### config.mk
export PLATFORM = sky130hd
export DESIGN_NAME = addsub_result_accum
export DESIGN_NICKNAME = d
export VERILOG_FILES = /design/src/rtl/addsub_result_accum.sv
export SDC_FILE = /design/constraint.sdc
export NUM_CORES = 1
export LEC_CHECK = 0
export ABC_AREA = 1
export BUFFER_PORTS_ARGS = -buffer_cell sky130_fd_sc_hd__buf_2
export CAP_MARGIN = 5
export CELL_PAD_IN_SITES_DETAIL_PLACEMENT = 0
export CELL_PAD_IN_SITES_GLOBAL_PLACEMENT = 2
export CORE_AREA = 2 2 84 70
export CTS_BUF_LIST = sky130_fd_sc_hd__clkbuf_4
export CTS_CLUSTER_DIAMETER = 60
export DETAILED_ROUTE_END_ITERATION = 7
export DIE_AREA = 0 0 86 72
export PLACE_DENSITY_LB_ADDON = 0.08
export SLEW_MARGIN = 15
export SYNTH_ARGS = -nofsm -noshare
export SYNTH_HDL_FRONTEND = slang
export SYNTH_SLANG_ARGS = --single-unit
### constraint.sdc
create_clock -name clk -period 7.04 [get_ports clk]
set_clock_uncertainty 0.1 [all_clocks]
set_input_delay 1.408 -clock clk [delete_from_list [all_inputs] [get_ports clk]]
set_output_delay 1.408 -clock clk [all_outputs]
set_load 0.05 [all_outputs]
### src/rtl/addsub_result_accum.sv
`default_nettype none
// ============================================================================
// Module   : addsub_result_accum
// Purpose  : Buffers signed 4-bit add/sub results in a small FIFO, drains them
//            into a saturating signed accumulator and presents one windowed
//            sum (plus a sticky saturation flag) every WINDOW samples.
// Ports    : clk, rst_n (sync, active-low)
//            in_valid/in_ready/in_data  - 4-bit sample input handshake
//            clear                      - synchronous flush of FIFO and window
//            out_valid/out_ready        - windowed sum output handshake
//            out_sum, out_sat           - registered sum and saturation flag
//            fifo_count                 - current FIFO occupancy
// Revision : 1.0 - initial release
// ============================================================================
module addsub_result_accum #(
  parameter int DEPTH  = 4,
  parameter int ACC_W  = 8,
  parameter int WINDOW = 8
) (
  input  logic                         clk,
  input  logic                         rst_n,
  input  logic                         in_valid,
  output logic                         in_ready,
  input  logic [3:0]                   in_data,
  input  logic                         clear,
  output logic                         out_valid,
  input  logic                         out_ready,
  output logic [ACC_W-1:0]             out_sum,
  output logic                         out_sat,
  output logic [$clog2(DEPTH+1)-1:0]   fifo_count
);

  localparam int CW = $clog2(DEPTH + 1);
  localparam int PW = $clog2(DEPTH);
  localparam int SW = $clog2(WINDOW + 1);

  localparam logic [ACC_W-1:0] ACC_MAX = {1'b0, {(ACC_W-1){1'b1}}};
  localparam logic [ACC_W-1:0] ACC_MIN = {1'b1, {(ACC_W-1){1'b0}}};

  typedef enum logic [0:0] {
    ST_ACCUM = 1'b0,
    ST_HOLD  = 1'b1
  } state_t;

  state_t            state_q, state_d;
  logic [PW-1:0]     wr_ptr_q, wr_ptr_d;
  logic [PW-1:0]     rd_ptr_q, rd_ptr_d;
  logic [CW-1:0]     count_q, count_d;
  logic [ACC_W-1:0]  acc_q, acc_d;
  logic              sat_q, sat_d;
  logic [SW-1:0]     scnt_q, scnt_d;
  logic [3:0]        mem_q [DEPTH];

  logic              push;
  logic              pop;
  logic              mem_we;
  logic [3:0]        entry;
  logic [ACC_W:0]    sum_wide;

  // Full-ness comes from the registered count only: a pop in the same cycle
  // never frees space for a push into a full FIFO.
  assign in_ready   = (count_q != CW'(DEPTH));
  assign out_valid  = (state_q == ST_HOLD);
  assign out_sum    = acc_q;
  assign out_sat    = sat_q;
  assign fifo_count = count_q;

  always_comb begin
    state_d  = state_q;
    wr_ptr_d = wr_ptr_q;
    rd_ptr_d = rd_ptr_q;
    count_d  = count_q;
    acc_d    = acc_q;
    sat_d    = sat_q;
    scnt_d   = scnt_q;
    mem_we   = 1'b0;

    push     = in_valid && in_ready;
    pop      = (state_q == ST_ACCUM) && (count_q != '0);
    entry    = mem_q[rd_ptr_q];
    // One guard bit: overflow shows up as the top two bits disagreeing.
    sum_wide = {acc_q[ACC_W-1], acc_q} + {{(ACC_W-3){entry[3]}}, entry};

    if (clear) begin
      state_d  = ST_ACCUM;
      wr_ptr_d = '0;
      rd_ptr_d = '0;
      count_d  = '0;
      acc_d    = '0;
      sat_d    = 1'b0;
      scnt_d   = '0;
    end else begin
      if (push) begin
        mem_we   = 1'b1;
        wr_ptr_d = wr_ptr_q + PW'(1);
      end

      if (pop) begin
        rd_ptr_d = rd_ptr_q + PW'(1);
        if (sum_wide[ACC_W] != sum_wide[ACC_W-1]) begin
          acc_d = sum_wide[ACC_W] ? ACC_MIN : ACC_MAX;
          sat_d = 1'b1;
        end else begin
          acc_d = sum_wide[ACC_W-1:0];
        end
        scnt_d = scnt_q + SW'(1);
        if (scnt_q == SW'(WINDOW - 1)) begin
          state_d = ST_HOLD;
        end
      end

      if (push && !pop) begin
        count_d = count_q + CW'(1);
      end else if (!push && pop) begin
        count_d = count_q - CW'(1);
      end

      if ((state_q == ST_HOLD) && out_ready) begin
        state_d = ST_ACCUM;
        acc_d   = '0;
        sat_d   = 1'b0;
        scnt_d  = '0;
      end
    end
  end

  always_ff @(posedge clk) begin
    if (!rst_n) begin
      state_q  <= ST_ACCUM;
      wr_ptr_q <= '0;
      rd_ptr_q <= '0;
      count_q  <= '0;
      acc_q    <= '0;
      sat_q    <= 1'b0;
      scnt_q   <= '0;
    end else begin
      state_q  <= state_d;
      wr_ptr_q <= wr_ptr_d;
      rd_ptr_q <= rd_ptr_d;
      count_q  <= count_d;
      acc_q    <= acc_d;
      sat_q    <= sat_d;
      scnt_q   <= scnt_d;
    end
  end

  // Storage needs no reset; pointers and count define what is valid.
  always_ff @(posedge clk) begin
    if (rst_n && mem_we) begin
      mem_q[wr_ptr_q] <= in_data;
    end
  end

endmodule
`default_nettype wire

==> flow_metrics.tcl <==
set metrics [dict create \
    status "finished clean" \
    track_usage_pct 14.4 \
    fp.dieH_um 72 \
    whs_ns 0.371 \
    antenna_found_initial 0 \
    finish.instance_area_um2 2290 \
    ir_drop_mv 0.316 \
    synth_top_area_share_pct 23.6 \
    initial_core_util_pct 38.3 \
    fp-row-count 24 \
    max_cap_viol_count 0 \
    clk_latency_ns 0.34 \
    final_antenna_net_count 0 \
    cts_sinks 39 \
    wl_per_cell_um 12.0 \
    setup_viol 0 \
    seq_area_frac_synth_pct 46.2 \
    vias 1492 \
    synth_ff_type "dfxtp_1" \
    synthTopCellsByCount "nand2_1, inv_1, dfxtp_1, o21ai_0" \
    drt_wl_total_um 3910 \
    ys_ff_latch 39 \
    post_cts.repair.setup_buffers 0 \
    multi_input_area_um2 942 \
    drive_above_1_share_pct 18.4 \
    cp-start-kind "flop" \
    path_common_cell "nand2_1" \
    finish.net_count 285 \
    io_buffers 22 \
    fillers 542 \
    diodes 0 \
    grt_setup_unrepaired "false" \
    hpwl_um 2990 \
    critPathSlowestCell "o22ai_1" \
    synth_edf_count 16 \
    yosysUniqueCellTypes 32 \
    yosysMostFrequentCell "nand2_1" \
    async_flop_share_pct 0 \
    critPathMaxStageDelay_ns 0.45 \
    synth_largest_area_cell "edfxtp_1" \
    path_clk_slew_ns 0.12 \
    globalplace.congestion 0.706 \
    cts_hold_buf 0 \
    die_area_um2 6190 \
    numCtsBuffers 5 \
    die_w_um 86 \
    min_path_type "flop to flop" \
    first_iter_violations 88 \
    htreeDepth 2 \
    dp.cells 318 \
    cp_max_fo 9 \
    register_area_um2 941 \
    grt_pass1_wl_um 6890 \
    synth_area_um2 2040 \
    tightest_slew_ns 0.742 \
    root_buffer "clkbuf_4" \
    dr.pass1.iters 4 \
    powerDensity_nw_per_um2 471 \
    layoutNonFillerInstCount 326 \
    synthCells 234 \
    globalRouteOverflowTotal 0 \
    coreArea_um2 5320 \
    crit-reg2reg-capture "out_sum[5]" \
    max-clock-path-buffers 2 \
    fin_crit_ns 2.95 \
    required_ns 7.17 \
    io_pins 23 \
    vias_per_cell 4.58 \
    grt_pass1_vias 1416 \
    post_synth.cell_area_avg_um2 8.70 \
    fin_crit_sh_pct 41.9 \
    slew_headroom_pct 50.6 \
    grt_max_degree 20 \
    fmax_mhz 339 \
    yosys_warnings 0 \
    drc 0 \
    crit_chain "inv_1 -> o21ai_0 -> o22ai_1 -> ha_1 -> nand2_1 -> inv_1 -> a21oi_1 -> nand2_1 -> nand2_1 -> nand2_2 -> a21oi_4 -> a21oi_1" \
    syn_nets 259 \
    crit_end "out_sum[5]" \
    end_kind "flop" \
    crit_arrival_ns 3.08 \
    synthToLayoutAreaGrowth_pct 12.3 \
    hold_viol_final 0 \
    ctsResizeCount 0 \
    leakagePower_nw 1.01 \
    r2r_slack_ns 4.09 \
    hold_depth 2 \
    ys_top_cells_by_area "edfxtp_1, dfxtp_1, ha_1, nand2_1, inv_1" \
    worstSetupPathType "flop to flop" \
    slew_viol_final 0 \
    placed_area_um2 2210 \
    fin_setup_tns_ns 0 \
    rr_worst_depth 12 \
    cts_tree "yes" \
]
## critical path, delay by kind of cell, from the launching register on
family,cells,cell delay [ns]
AO/OA/AOI/OAI,5,1.23
AND/OR/NAND/NOR,4,0.42
flip-flops,1,0.42
adder cells (fa/ha/maj),1,0.40
buffers and inverters,2,0.27
## how the worst min path moves through the flow
stage,startpoint,endpoint,slack [ns]
final,out_sat,out_sat,0.37
after global routing,out_sat,out_sat,0.39
after CTS,out_sat,out_sat,0.38
after detailed placement,rd_ptr_q[1],rd_ptr_q[1],0.36
after global placement,rd_ptr_q[0],rd_ptr_q[0],0.36
after floorplan,rd_ptr_q[1],flop,0.34
## layer usage
metal | GRT usage (%) | share of wire, % | vias up
li1 | - | - | 822
met2 | 18.5 | 37 | 28
met5 | 0 | 0 | -
met1 | 22.9 | 58 | 636
met3 | 3.53 | 4.1 | 6
met4 | 4.76 | 1.3 | 0
## cell usage in the layout (no fill, tap or decap), types with 5 or more instances in the layout
cell type  Yosys  routed
clkbuf_4       0       5
a21oi_1       21      21
ha_1          14      14
dfxtp_1       23      23
o21ai_0       23      23
buf_2          1      22
nand2_2        7       7
nand3_1        7       7
inv_1         34      34
nor2_1        21      21
nand2_1       37      37
edfxtp_1      16      16
## report_power, final
group	switching (mW)	leakage [nW]	total, mW	internal (mW)
Clock	0.0742	0.0452	0.149	0.0747
Combinational	0.422	0.632	0.615	0.193
Sequential	0.0393	0.332	0.314	0.275
Total	0.536	1.01	1.08	0.542
## metrics by stage
stage | setup slack, ns | util [%] | power [mW]
floorplan | 4.24 | - | 0.820
global placement | 3.97 | 41.5 | 0.943
detailed placement | 3.94 | 41.5 | 0.933
CTS | 4.13 | 43.0 | 1.09
global route | 3.89 | 43.0 | 1.18
finish | 4.09 | 43.0 | 1.08
## registers in the layout, summed over array words and instances, names as in the netlist, named ones only
name and flops:
out_sum 8, scnt_q 4, mem_q 16, out_sat 1
fifo_count 3, out_valid 1, wr_ptr_q 2, rd_ptr_q 2
## area by class of cell
cell class                      instances  area share [%]
Timing Repair Buffer                   22            4.81
Sequential cell                        39            41.1
Clock buffer                            5            1.64
Multi-Input combinational cell        157            41.2
Inverter                               35            5.74
Clock inverter                          3            1.91
Tap cell                               65            3.56
## cells by family after synthesis
| kind of cell | Yosys count | synth area share, % |
|---|---|---|
| AOI/OAI and AO/OA | 54 | 15.5 |
| xor gates and xnor gates | 5 | 2.15 |
| adders and majority gates | 16 | 10.6 |
| buffers and inverters | 38 | 7.55 |
| DFF | 39 | 46.2 |
| and+or+nand+nor | 82 | 18.1 |
No activity file was read; power rests on OpenSTA's default activity.
